### src/rtl/prbs_seq_ctrl_pkg.sv
// Shared definitions for the PRBS9 lane sequencer: FSM encoding and PRBS9 constants.
package prbs_seq_ctrl_pkg;

  typedef enum logic [1:0] {
    ST_IDLE = 2'd0,
    ST_LOAD = 2'd1,
    ST_RUN  = 2'd2
  } state_e;

  localparam int         PRBS9_PERIOD = 511;
  localparam logic [8:0] PRBS9_SEED   = 9'h1FF;

endpackage

### src/rtl/prbs_seq_ctrl_if.sv
// Control/status bundle between the PRBS sequencer and its host.
// Optional i_repeat exists only when PRBS_SEQ_CTRL_REPEAT_EN is defined.
interface prbs_seq_ctrl_if #(
  parameter int NB_LEN   = 16,
  parameter int NB_PHASE = 2
);
  logic                i_start;
  logic                i_stop;
  logic [NB_LEN-1:0]   i_len;
  logic [NB_PHASE-1:0] i_os_phase;
`ifdef PRBS_SEQ_CTRL_REPEAT_EN
  logic                i_repeat;
`endif
  logic                o_prbs_en;
  logic                o_prbs_rst;
  logic                o_prbs_step;
  logic                o_busy;
  logic                o_done;
  logic [NB_LEN-1:0]   o_bit_cnt;
  logic                o_period_mark;

`ifdef PRBS_SEQ_CTRL_REPEAT_EN
  modport master (output i_start, i_stop, i_len, i_os_phase, i_repeat,
                  input  o_prbs_en, o_prbs_rst, o_prbs_step, o_busy, o_done, o_bit_cnt, o_period_mark);
  modport slave  (input  i_start, i_stop, i_len, i_os_phase, i_repeat,
                  output o_prbs_en, o_prbs_rst, o_prbs_step, o_busy, o_done, o_bit_cnt, o_period_mark);
`else
  modport master (output i_start, i_stop, i_len, i_os_phase,
                  input  o_prbs_en, o_prbs_rst, o_prbs_step, o_busy, o_done, o_bit_cnt, o_period_mark);
  modport slave  (input  i_start, i_stop, i_len, i_os_phase,
                  output o_prbs_en, o_prbs_rst, o_prbs_step, o_busy, o_done, o_bit_cnt, o_period_mark);
`endif
endinterface

### src/rtl/prbs_seq_ctrl_os_timer.sv
// Oversampling counter and phase compare; o_step is the registered symbol strobe,
// o_step_next is its next-cycle value for logic that must register alongside it.
module prbs_seq_os_timer #(
  parameter int OS_FACTOR = 4,
  parameter int NB_PHASE  = 2
) (
  input  logic                clk,
  input  logic                i_reset_n,
  input  logic                i_run,
  input  logic                i_run_next,
  input  logic [NB_PHASE-1:0] i_phase,
  output logic                o_step_next,
  output logic                o_step
);

  localparam logic [NB_PHASE-1:0] OS_LAST = NB_PHASE'(OS_FACTOR - 1);

  logic [NB_PHASE-1:0] os_cnt_q, os_cnt_d;
  logic                step_q;

  // Counter sits at 0 outside RUN so the first RUN cycle is always phase 0.
  always_comb begin
    os_cnt_d = '0;
    if (i_run) begin
      os_cnt_d = (os_cnt_q == OS_LAST) ? '0 : os_cnt_q + NB_PHASE'(1);
    end
  end

  assign o_step_next = i_run_next && (os_cnt_d == i_phase);

  always_ff @(posedge clk or negedge i_reset_n) begin
    if (!i_reset_n) begin
      os_cnt_q <= '0;
      step_q   <= 1'b0;
    end else begin
      os_cnt_q <= os_cnt_d;
      step_q   <= o_step_next;
    end
  end

  assign o_step = step_q;

endmodule

### src/rtl/prbs_seq_ctrl.sv
// PRBS9 I/Q lane sequencer: burst/continuous step strobes, done pulse and period marks.
// Build option PRBS_SEQ_CTRL_REPEAT_EN adds i_repeat (auto-restart after each burst).
//
//   state | meaning
//   IDLE  | generators disabled, waiting for start
//   LOAD  | one cycle: reseed generators, clear counters
//   RUN   | stepping once per symbol at the latched phase
module prbs_seq_ctrl
  import prbs_seq_ctrl_pkg::*;
#(
  parameter int OS_FACTOR   = 4,
  parameter int NB_LEN      = 16,
  parameter int NB_PHASE    = 2,
  parameter int PRBS_PERIOD = PRBS9_PERIOD
) (
  input logic             clk,
  input logic             i_reset_n,
  prbs_seq_ctrl_if.slave  bus
);

  localparam int                  NB_PER    = $clog2(PRBS_PERIOD);
  localparam logic [NB_PHASE-1:0] PHASE_MAX = NB_PHASE'(OS_FACTOR - 1);
  localparam logic [NB_LEN-1:0]   BIT_MAX   = '1;
  localparam logic [NB_PER-1:0]   PER_LAST  = NB_PER'(PRBS_PERIOD - 1);

  state_e              state_q, state_d;
  logic [NB_LEN-1:0]   len_q, len_d;
  logic [NB_PHASE-1:0] phase_q, phase_d;
  logic [NB_LEN-1:0]   bit_cnt_q, bit_cnt_d;
  logic [NB_PER-1:0]   period_cnt_q, period_cnt_d;
  logic                en_q, rst_q, busy_q, done_q, mark_q;
  logic                done_d, mark_d;
  logic                step_q, step_next, last_step, repeat_req;

  prbs_seq_os_timer #(
    .OS_FACTOR (OS_FACTOR),
    .NB_PHASE  (NB_PHASE)
  ) u_os_timer (
    .clk         (clk),
    .i_reset_n   (i_reset_n),
    .i_run       (state_q == ST_RUN),
    .i_run_next  (state_d == ST_RUN),
    .i_phase     (phase_q),
    .o_step_next (step_next),
    .o_step      (step_q)
  );

`ifdef PRBS_SEQ_CTRL_REPEAT_EN
  assign repeat_req = bus.i_repeat;
`else
  assign repeat_req = 1'b0;
`endif

  assign last_step = step_q && (len_q != '0) && (bit_cnt_q == len_q - NB_LEN'(1));

  always_comb begin
    state_d      = state_q;
    len_d        = len_q;
    phase_d      = phase_q;
    bit_cnt_d    = bit_cnt_q;
    period_cnt_d = period_cnt_q;
    done_d       = 1'b0;
    case (state_q)
      ST_IDLE: begin
        if (bus.i_start && !bus.i_stop) begin
          len_d   = bus.i_len;
          phase_d = (bus.i_os_phase > PHASE_MAX) ? PHASE_MAX : bus.i_os_phase;
          state_d = ST_LOAD;
        end
      end
      ST_LOAD: begin
        bit_cnt_d    = '0;
        period_cnt_d = '0;
        state_d      = ST_RUN;
      end
      ST_RUN: begin
        if (step_q) begin
          if (bit_cnt_q != BIT_MAX) bit_cnt_d = bit_cnt_q + NB_LEN'(1);
          period_cnt_d = (period_cnt_q == PER_LAST) ? '0 : period_cnt_q + NB_PER'(1);
        end
        // Stop wins over completion, even when it lands on the final step.
        if (bus.i_stop) begin
          state_d = ST_IDLE;
        end else if (last_step) begin
          done_d  = 1'b1;
          state_d = repeat_req ? ST_LOAD : ST_IDLE;
        end
      end
      default: state_d = ST_IDLE;
    endcase
  end

  // Steps are at least two clocks apart, so period_cnt_d is the count the next step sees.
  assign mark_d = step_next && (period_cnt_d == PER_LAST);

  always_ff @(posedge clk or negedge i_reset_n) begin
    if (!i_reset_n) begin
      state_q      <= ST_IDLE;
      len_q        <= '0;
      phase_q      <= '0;
      bit_cnt_q    <= '0;
      period_cnt_q <= '0;
      en_q         <= 1'b0;
      rst_q        <= 1'b0;
      busy_q       <= 1'b0;
      done_q       <= 1'b0;
      mark_q       <= 1'b0;
    end else begin
      state_q      <= state_d;
      len_q        <= len_d;
      phase_q      <= phase_d;
      bit_cnt_q    <= bit_cnt_d;
      period_cnt_q <= period_cnt_d;
      en_q         <= (state_d != ST_IDLE);
      rst_q        <= (state_d == ST_LOAD);
      busy_q       <= (state_d != ST_IDLE);
      done_q       <= done_d;
      mark_q       <= mark_d;
    end
  end

  assign bus.o_prbs_en     = en_q;
  assign bus.o_prbs_rst    = rst_q;
  assign bus.o_prbs_step   = step_q;
  assign bus.o_busy        = busy_q;
  assign bus.o_done        = done_q;
  assign bus.o_bit_cnt     = bit_cnt_q;
  assign bus.o_period_mark = mark_q;

endmodule

### src/flat_wrapper.sv
// flat-port wrapper written by rule: the top's interface ports become plain ports
module prbs_seq_ctrl_flat import prbs_seq_ctrl_pkg::*;
#(
  parameter int OS_FACTOR   = 4,
  parameter int NB_LEN      = 16,
  parameter int NB_PHASE    = 2,
  parameter int PRBS_PERIOD = PRBS9_PERIOD
)
  (clk, i_reset_n, bus_i_start, bus_i_stop, bus_i_len, bus_i_os_phase, bus_o_prbs_en, bus_o_prbs_rst, bus_o_prbs_step, bus_o_busy, bus_o_done, bus_o_bit_cnt, bus_o_period_mark);
  prbs_seq_ctrl_if #(.NB_LEN(NB_LEN), .NB_PHASE(NB_PHASE)) bus_i ();
  input logic clk;
  input logic i_reset_n;
  input wire logic [$bits(bus_i.i_start)-1:0] bus_i_start;
  input wire logic [$bits(bus_i.i_stop)-1:0] bus_i_stop;
  input wire logic [$bits(bus_i.i_len)-1:0] bus_i_len;
  input wire logic [$bits(bus_i.i_os_phase)-1:0] bus_i_os_phase;
  output wire logic [$bits(bus_i.o_prbs_en)-1:0] bus_o_prbs_en;
  output wire logic [$bits(bus_i.o_prbs_rst)-1:0] bus_o_prbs_rst;
  output wire logic [$bits(bus_i.o_prbs_step)-1:0] bus_o_prbs_step;
  output wire logic [$bits(bus_i.o_busy)-1:0] bus_o_busy;
  output wire logic [$bits(bus_i.o_done)-1:0] bus_o_done;
  output wire logic [$bits(bus_i.o_bit_cnt)-1:0] bus_o_bit_cnt;
  output wire logic [$bits(bus_i.o_period_mark)-1:0] bus_o_period_mark;
  assign bus_i.i_start = bus_i_start;
  assign bus_i.i_stop = bus_i_stop;
  assign bus_i.i_len = bus_i_len;
  assign bus_i.i_os_phase = bus_i_os_phase;
  assign bus_o_prbs_en = bus_i.o_prbs_en;
  assign bus_o_prbs_rst = bus_i.o_prbs_rst;
  assign bus_o_prbs_step = bus_i.o_prbs_step;
  assign bus_o_busy = bus_i.o_busy;
  assign bus_o_done = bus_i.o_done;
  assign bus_o_bit_cnt = bus_i.o_bit_cnt;
  assign bus_o_period_mark = bus_i.o_period_mark;
  prbs_seq_ctrl #(.OS_FACTOR(OS_FACTOR), .NB_LEN(NB_LEN), .NB_PHASE(NB_PHASE), .PRBS_PERIOD(PRBS_PERIOD)) u_core (.clk(clk), .i_reset_n(i_reset_n), .bus(bus_i));
endmodule
### config.mk
export PLATFORM = sky130hd
export DESIGN_NAME = prbs_seq_ctrl_flat
export DESIGN_NICKNAME = d
export VERILOG_FILES = /design/src/rtl/prbs_seq_ctrl_pkg.sv /design/src/rtl/prbs_seq_ctrl_if.sv /design/src/rtl/prbs_seq_ctrl_os_timer.sv /design/src/rtl/prbs_seq_ctrl.sv /design/src/flat_wrapper.sv
export SDC_FILE = /design/constraint.sdc
export NUM_CORES = 1
export LEC_CHECK = 0
export ABC_AREA = 0
export CAP_MARGIN = 20
export CORE_UTILIZATION = 28
export CTS_CLUSTER_DIAMETER = 50
export DETAILED_ROUTE_END_ITERATION = 10
export HOLD_SLACK_MARGIN = 0.06
export PLACE_DENSITY = 0.46
export SYNTH_ARGS = -nofsm -noshare
export SYNTH_HDL_FRONTEND = slang
export SYNTH_SLANG_ARGS = --single-unit
### constraint.sdc
create_clock -name clk -period 6 [get_ports clk]
set_input_delay 1.2 -clock clk [delete_from_list [all_inputs] [get_ports clk]]
set_output_delay 1.2 -clock clk [all_outputs]
set_load 0.05 [all_outputs]
==> results of run 1 <==
logic make-up (layout without fill, tap and decap cells):
group	Yosys count	in the layout	share of synthesized area, %
buffers and inverters	23	61	3.27
adder cells (fa/ha/maj)	10	10	3.94
flip-flops	52	52	40.9
AND/OR/NAND/NOR	134	134	24.2
AO/OA/AOI/OAI	35	35	8.89
XOR/XNOR	44	44	12.1
multiplexers	19	19	6.69
power by group:
| part | leakage [nW] | switching, mW | internal, mW |
|---|---|---|---|
| logic | 0.826 | 0.346 | 0.277 |
| registers | 0.681 | 0.141 | 0.439 |
| clock network | 0.0798 | 0.127 | 0.196 |
| total | 1.59 | 0.615 | 0.912 |
through the flow:
stage	util, %	hold WS, ps	setup WS, ps	total power, mW	cell area, um^2
after floorplan	-	437	3540	1.05	3180
after global placement	34.0	448	2780	1.21	3720
after detailed placement	34.0	465	2750	1.22	3720
after CTS	35.6	476	3030	1.55	3890
after global routing	35.6	501	2870	1.64	3890
final	35.6	475	3060	1.53	3890
layer usage:
layer	track usage [%]	routed length, um	up-vias
li1	-	-	1195
met1	20.0	3840	1124
met2	20.3	3260	36
met3	2.11	220	6
met4	4.05	75	0
met5	0	0	-
path summary, 6_finish.rpt:
kind	startpoint	endpoint	slack (ps)
min in group asynchronous	i_reset_n	u_core.len_q[0]	1030
hold reg to reg	u_core.u_os_timer.os_cnt_q[0]	u_core.u_os_timer.os_cnt_q[0]	470
setup / recovery	u_core.bus.o_bit_cnt[6]	bus_o_bit_cnt[6]	3060
setup reg to reg	u_core.len_q[0]	u_core.bus.o_period_mark	3120
hold / removal	u_core.u_os_timer.os_cnt_q[0]	u_core.u_os_timer.os_cnt_q[0]	470
max in group asynchronous	i_reset_n	u_core.bus.o_bit_cnt[13]	4500
sequential cells by signal (all words and copies together) (netlist names):
register                    cells
u_core.bus.o_period_mark        1
u_core.bus.o_prbs_en            1
u_core.period_cnt_q             9
u_core.phase_q                  2
u_core.len_q                   16
u_core.u_os_timer.os_cnt_q      2
u_core.bus.o_prbs_rst           1
u_core.u_os_timer.o_step        1
u_core.bus.o_bit_cnt           16
u_core.state_q                  2
u_core.bus.o_done               1
cells in the final DEF (no fill, tap or decap), types with 4 or more instances in the layout:
| cell type | instances |
|---|---|
| a21oi_1 | 4 |
| and2_1 | 4 |
| and3_1 | 6 |
| clkbuf_16 | 5 |
| clkdlybuf4s50_1 | 42 |
| dfrtp_1 | 52 |
| ha_1 | 10 |
| inv_1 | 8 |
| mux2_2 | 18 |
| nand2_1 | 21 |
| nand3_1 | 10 |
| nand4_1 | 15 |
| nor2_1 | 33 |
| nor3_1 | 5 |
| nor3b_1 | 5 |
| o21ai_0 | 10 |
| or3_1 | 6 |
| xnor2_1 | 18 |
| xor2_1 | 26 |
final cells by class:
cell class                      instances  share of cell area (%)
Clock buffer                            5                    3.22
Clock inverter                          3                    1.09
Inverter                                8                   0.772
Multi-Input combinational cell        242                    45.6
Sequential cell                        52                    33.5
Tap cell                              140                    4.50
Timing Repair Buffer                   45                    11.3
==> flow_summary_export.csv, run 1 <==
group,metric,value,unit
critical_path,r2r_cells,9,
timing,worst_slew_pin_slew,965,ps
grt,grt_usage,13.6,%
cells_and_area,multiInputGateArea,0.00177,mm^2
power_and_ir_drop,ir_drop,0.000158,V
clock_network,cts_tree,"yes",
run_status,outcome,"finished clean",
floorplan,dieArea,0.0118,mm^2
cells_and_area,drive_gt1_share,13.0,%
critical_path,crit_cells,1,
timing,setup_viol,0,
timing,max_freq,0.340,GHz
routing,drt_iter0_drc,125,
critical_path,worst-endpoint-arrival,1740,ps
synth,synth_seq_cells,52,
timing,period_needed,2940,ps
routing,routedWlPerCell,14.9,um
synth,yosysSeqAreaShare,40.9,%
synth,async_flop_share,100,%
critical_path,timing_worst_setup_path_type,"reg -> out",
floorplan,start_util,29.1,%
grt,grt_max_degree,53,
critical_path,slowest_stage,"clkdlybuf4s50_1",
synth,ys_types,58,
hold_path,hp-class,"reg -> reg",
clock_network,root_buffer,"clkbuf_16",
power_and_ir_drop,p_leak,1.59,nW
synth,post-synth-top-count-cell,"dfrtp_1",
clock_network,cts.hold.buffers_added,0,
hold_path,hold_depth,1,
place,dp.cells,487,
synth,yosysTopAreaCellShare,40.9,%
floorplan,core-area,0.0109,mm^2
timing,finalCritPeriodShare,49.0,%
synth,synth_commonest_cells,"dfrtp_1, nor2_1, xor2_1",
critical_path,crit_chain,"clkdlybuf4s50_1",
floorplan,num_rows,38,
clock_network,h-tree-depth,2,
routing,post-route-drc-count,0,
synth,syn_area,0.00318,mm^2
critical_path,cp.required,4800,ps
timing,slew_violations,0,
synth,synth_top_flop_cell,"dfrtp_1",
synth,synth_edf_count,0,
critical_path,crit_fanout,10,
place,gp_congestion,0.741,
job,cap_violations,0,
cells_and_area,n_fill_cell,1136,
routing,ant_nets,0,
synth,synthCells,317,
floorplan,die_x,109,um
cells_and_area,antenna_cells,0,
routing,wl,7390,um
clock_network,cts_buffers,5,
timing,finClkSkew,7.54,ps
clock_network,clk_pin_slew,70,ps
floorplan,die_h,109,um
clock_network,clock_sinks,52,
place,hpwl,5460,um
power_and_ir_drop,p_per_area,393,mW/mm^2
floorplan,pin_count,44,
clock_network,cts.path.max_buffers,2,
synth,postSynthAreaPerCell,10.0,um^2
critical_path,cp_num_buf_inv,1,
synth,synth.area.top_cells,"dfrtp_1, xor2_1, mux2_2",
clock_network,clock_latency,290,ps
routing,via_per_inst,4.77,
grt,gr-total-overflow,0,
routing,vias,2361,
routing,drt_first_pass_iters,4,
cells_and_area,fin_cells,495,
place,port_buffers,43,
timing,setup_tns,0,ps
grt,grt_antenna_before_repair,0,
cells_and_area,nets,386,
cells_and_area,regArea,0.00130,mm^2
grt,grt_pass1_vias,2261,
synth,yosys_warnings,0,
timing,finalHoldViolCount,0,
clock_network,cts_setup_buffers,0,
cells_and_area,area_growth,22.3,%
grt,grt_pass1_wl,12200,um
timing,grt_setup_unrepaired,"no",
critical_path,slowest_delay,880,ps
synth,synth_nets,349,
clock_network,cts_resized,0,
synth,yosysTopAreaCell,"dfrtp_1",
critical_path,start_kind,"flop",
critical_path,crit_family,"buffers and inverters",
critical_path,cp-end-kind,"output port",
timing,relSlewSlack,35.5,%
Power figures use the tool's default switching activity.
==> run 2: changes to the inputs <==
Clock period 6 ns to 2.8 ns, I/O delays scaled along.
==> run 2 against run 1 <==
Effect of this change: hold slack got worse by 160 ps; first-iteration DRC count increased by 34%; cell area increased by 1.0%; critical endpoint is now u_core.bus.o_period_mark; largest power group unchanged.
==> flow_summary_export.csv, run 2 (synthesis results as in run 1) <==
group,metric,value,unit
grt,grt_pass1_wl,12700,um
timing,finClkSkew,5.84,ps
cells_and_area,drive_gt1_share,14.6,%
clock_network,h-tree-depth,2,
critical_path,worst-endpoint-arrival,2800,ps
timing,timing.hold.ws,319,ps
place,port_buffers,43,
clock_network,cts_setup_buffers,0,
power_and_ir_drop,power.switching,1.35,mW
place,gp_congestion,0.797,
floorplan,start_util,29.1,%
grt,grt_pass1_vias,2386,
routing,post-route-drc-count,0,
timing,finalCritPeriodShare,91.7,%
grt,gr-total-overflow,0,
hold_path,hp-class,"in -> async",
clock_network,cts_tree,"yes",
power_and_ir_drop,pwr-share-comb,43.5,%
job,cap_violations,0,
floorplan,dieArea,0.0118,mm^2
clock_network,clk_pin_slew,70,ps
power_and_ir_drop,p_seq_share,36.8,%
cells_and_area,area_growth,23.5,%
power_and_ir_drop,p_leak,1.61,nW
grt,grt_max_degree,31,
timing,relSlewSlack,51.1,%
critical_path,cp-end-kind,"flop",
power_and_ir_drop,p_per_area,837,mW/mm^2
timing,setup_tns,0,ps
power_and_ir_drop,clock_power_share,19.7,%
power_and_ir_drop,ir_drop,0.000301,V
clock_network,clock_sinks,52,
timing,setup_viol,0,
grt,grt_usage,14.3,%
cells_and_area,final_common_cell,"dfrtp_1",
cells_and_area,regArea,0.00130,mm^2
clock_network,clock_latency,300,ps
clock_network,root_buffer,"clkbuf_16",
floorplan,num_rows,38,
cells_and_area,n_fill_cell,1134,
timing,max_freq,0.390,GHz
timing,grt_setup_unrepaired,"no",
clock_network,cts_resized,0,
cells_and_area,fin_cells,502,
floorplan,die_x,109,um
floorplan,pin_count,44,
clock_network,cts_buffers,5,
routing,via_per_inst,4.86,
place,hpwl,5790,um
routing,wl,7700,um
timing,worst_slew_pin_slew,733,ps
clock_network,cts.hold.buffers_added,0,
floorplan,core-area,0.0109,mm^2
place,dp.cells,494,
routing,drt_iter0_drc,168,
routing,routedWlPerCell,15.3,um
grt,grt_antenna_before_repair,0,
critical_path,cp.required,3040,ps
power_and_ir_drop,sw_frac_of_total,41.0,%
cells_and_area,nets,393,
run_status,outcome,"finished clean",
clock_network,cts.path.max_buffers,2,
timing,layout_setup_ws,234,ps
cells_and_area,fin_util,35.9,%
critical_path,timing_worst_setup_path_type,"reg -> reg",
cells_and_area,multiInputGateArea,0.00177,mm^2
critical_path,crit_fanout,6,
timing,finalHoldViolCount,0,
floorplan,die_h,109,um
place,pre_cts_slack,262,ps
power_and_ir_drop,power.internal,1.94,mW
cells_and_area,antenna_cells,0,
timing,period_needed,2570,ps
routing,drt_first_pass_iters,4,
routing,ant_nets,0,
timing,slew_violations,0,
routing,vias,2441,
critical_path,start_kind,"flop",
cells_and_area,mostFrequentLayoutCells,"dfrtp_1, clkdlybuf4s50_1, nor2_1, xor2_1, nand2_1",
==> run 2: changes by cell type in the layout (fill, tap and decap cells not counted) <==
cell	previous run	this run
clkinvlp_4	1	2
buf_4	2	9
clkbuf_8	0	1
clkinv_2	1	0
bufinv_16	1	0
==> run 2: power groups by stage <==
stage	Combinational [mW]	Sequential (mW)	Clock [mW]
finish	1.43	1.21	0.646
detailed placement	1.44	1.23	0
floorplan	1.02	1.23	0
global route	1.58	1.25	0.703
CTS	1.44	1.22	0.670
global placement	1.43	1.23	0
==> run 2: worst paths after layout <==
path,startpoint,endpoint,slack (ps),depth (start not counted)
worst max register to register,u_core.len_q[0],u_core.bus.o_period_mark,230,9
worst min register to register,u_core.u_os_timer.os_cnt_q[0],u_core.u_os_timer.os_cnt_q[0],460,1
worst max-delay path,u_core.len_q[0],u_core.bus.o_period_mark,230,9
max in group asynchronous,i_reset_n,u_core.bus.o_done,1810,2
min in group clk,u_core.u_os_timer.os_cnt_q[0],u_core.u_os_timer.os_cnt_q[0],460,1
worst min-delay path,i_reset_n,u_core.len_q[3],320,1
==> run 2: cell type report <==
class                           count  share of cell area, %
Clock buffer                        6                   3.54
Clock inverter                      2                  0.382
Inverter                            8                  0.765
Multi-Input combinational cell    242                   45.2
Sequential cell                    52                   33.1
Tap cell                          140                   4.46
Timing Repair Buffer               52                   12.6
==> run 2: critical path: stages (launching register included) <==
cell,delay [ps]
dfrtp_1,380
inv_1,80
ha_1,260
nor4b_1,350
xnor2_1,170
o22ai_1,120
a2111oi_4,350
nand2_2,120
o41ai_4,440
and4b_1,240
==> run 2: stage by stage <==
stage	power, mW	cell area [um^2]
6_report	3.29	3930
5_1_grt	3.53	3930
3_3_place_gp	2.66	3770
4_1_cts	3.33	3930
3_5_place_dp	2.67	3770
2_1_floorplan	2.24	3180
==> run 2: metal layers <==
| metal | routed length, um | global-route usage, % | share of wire, % | vias up |
|---|---|---|---|---|
| met2 | 3420 | 21.8 | 44 | 43 |
| li1 | - | - | - | 1206 |
| met4 | 78 | 3.76 | 1.0 | 0 |
| met5 | 0 | 0 | 0 | - |
| met3 | 276 | 2.77 | 3.6 | 6 |
| met1 | 3930 | 20.4 | 51 | 1186 |
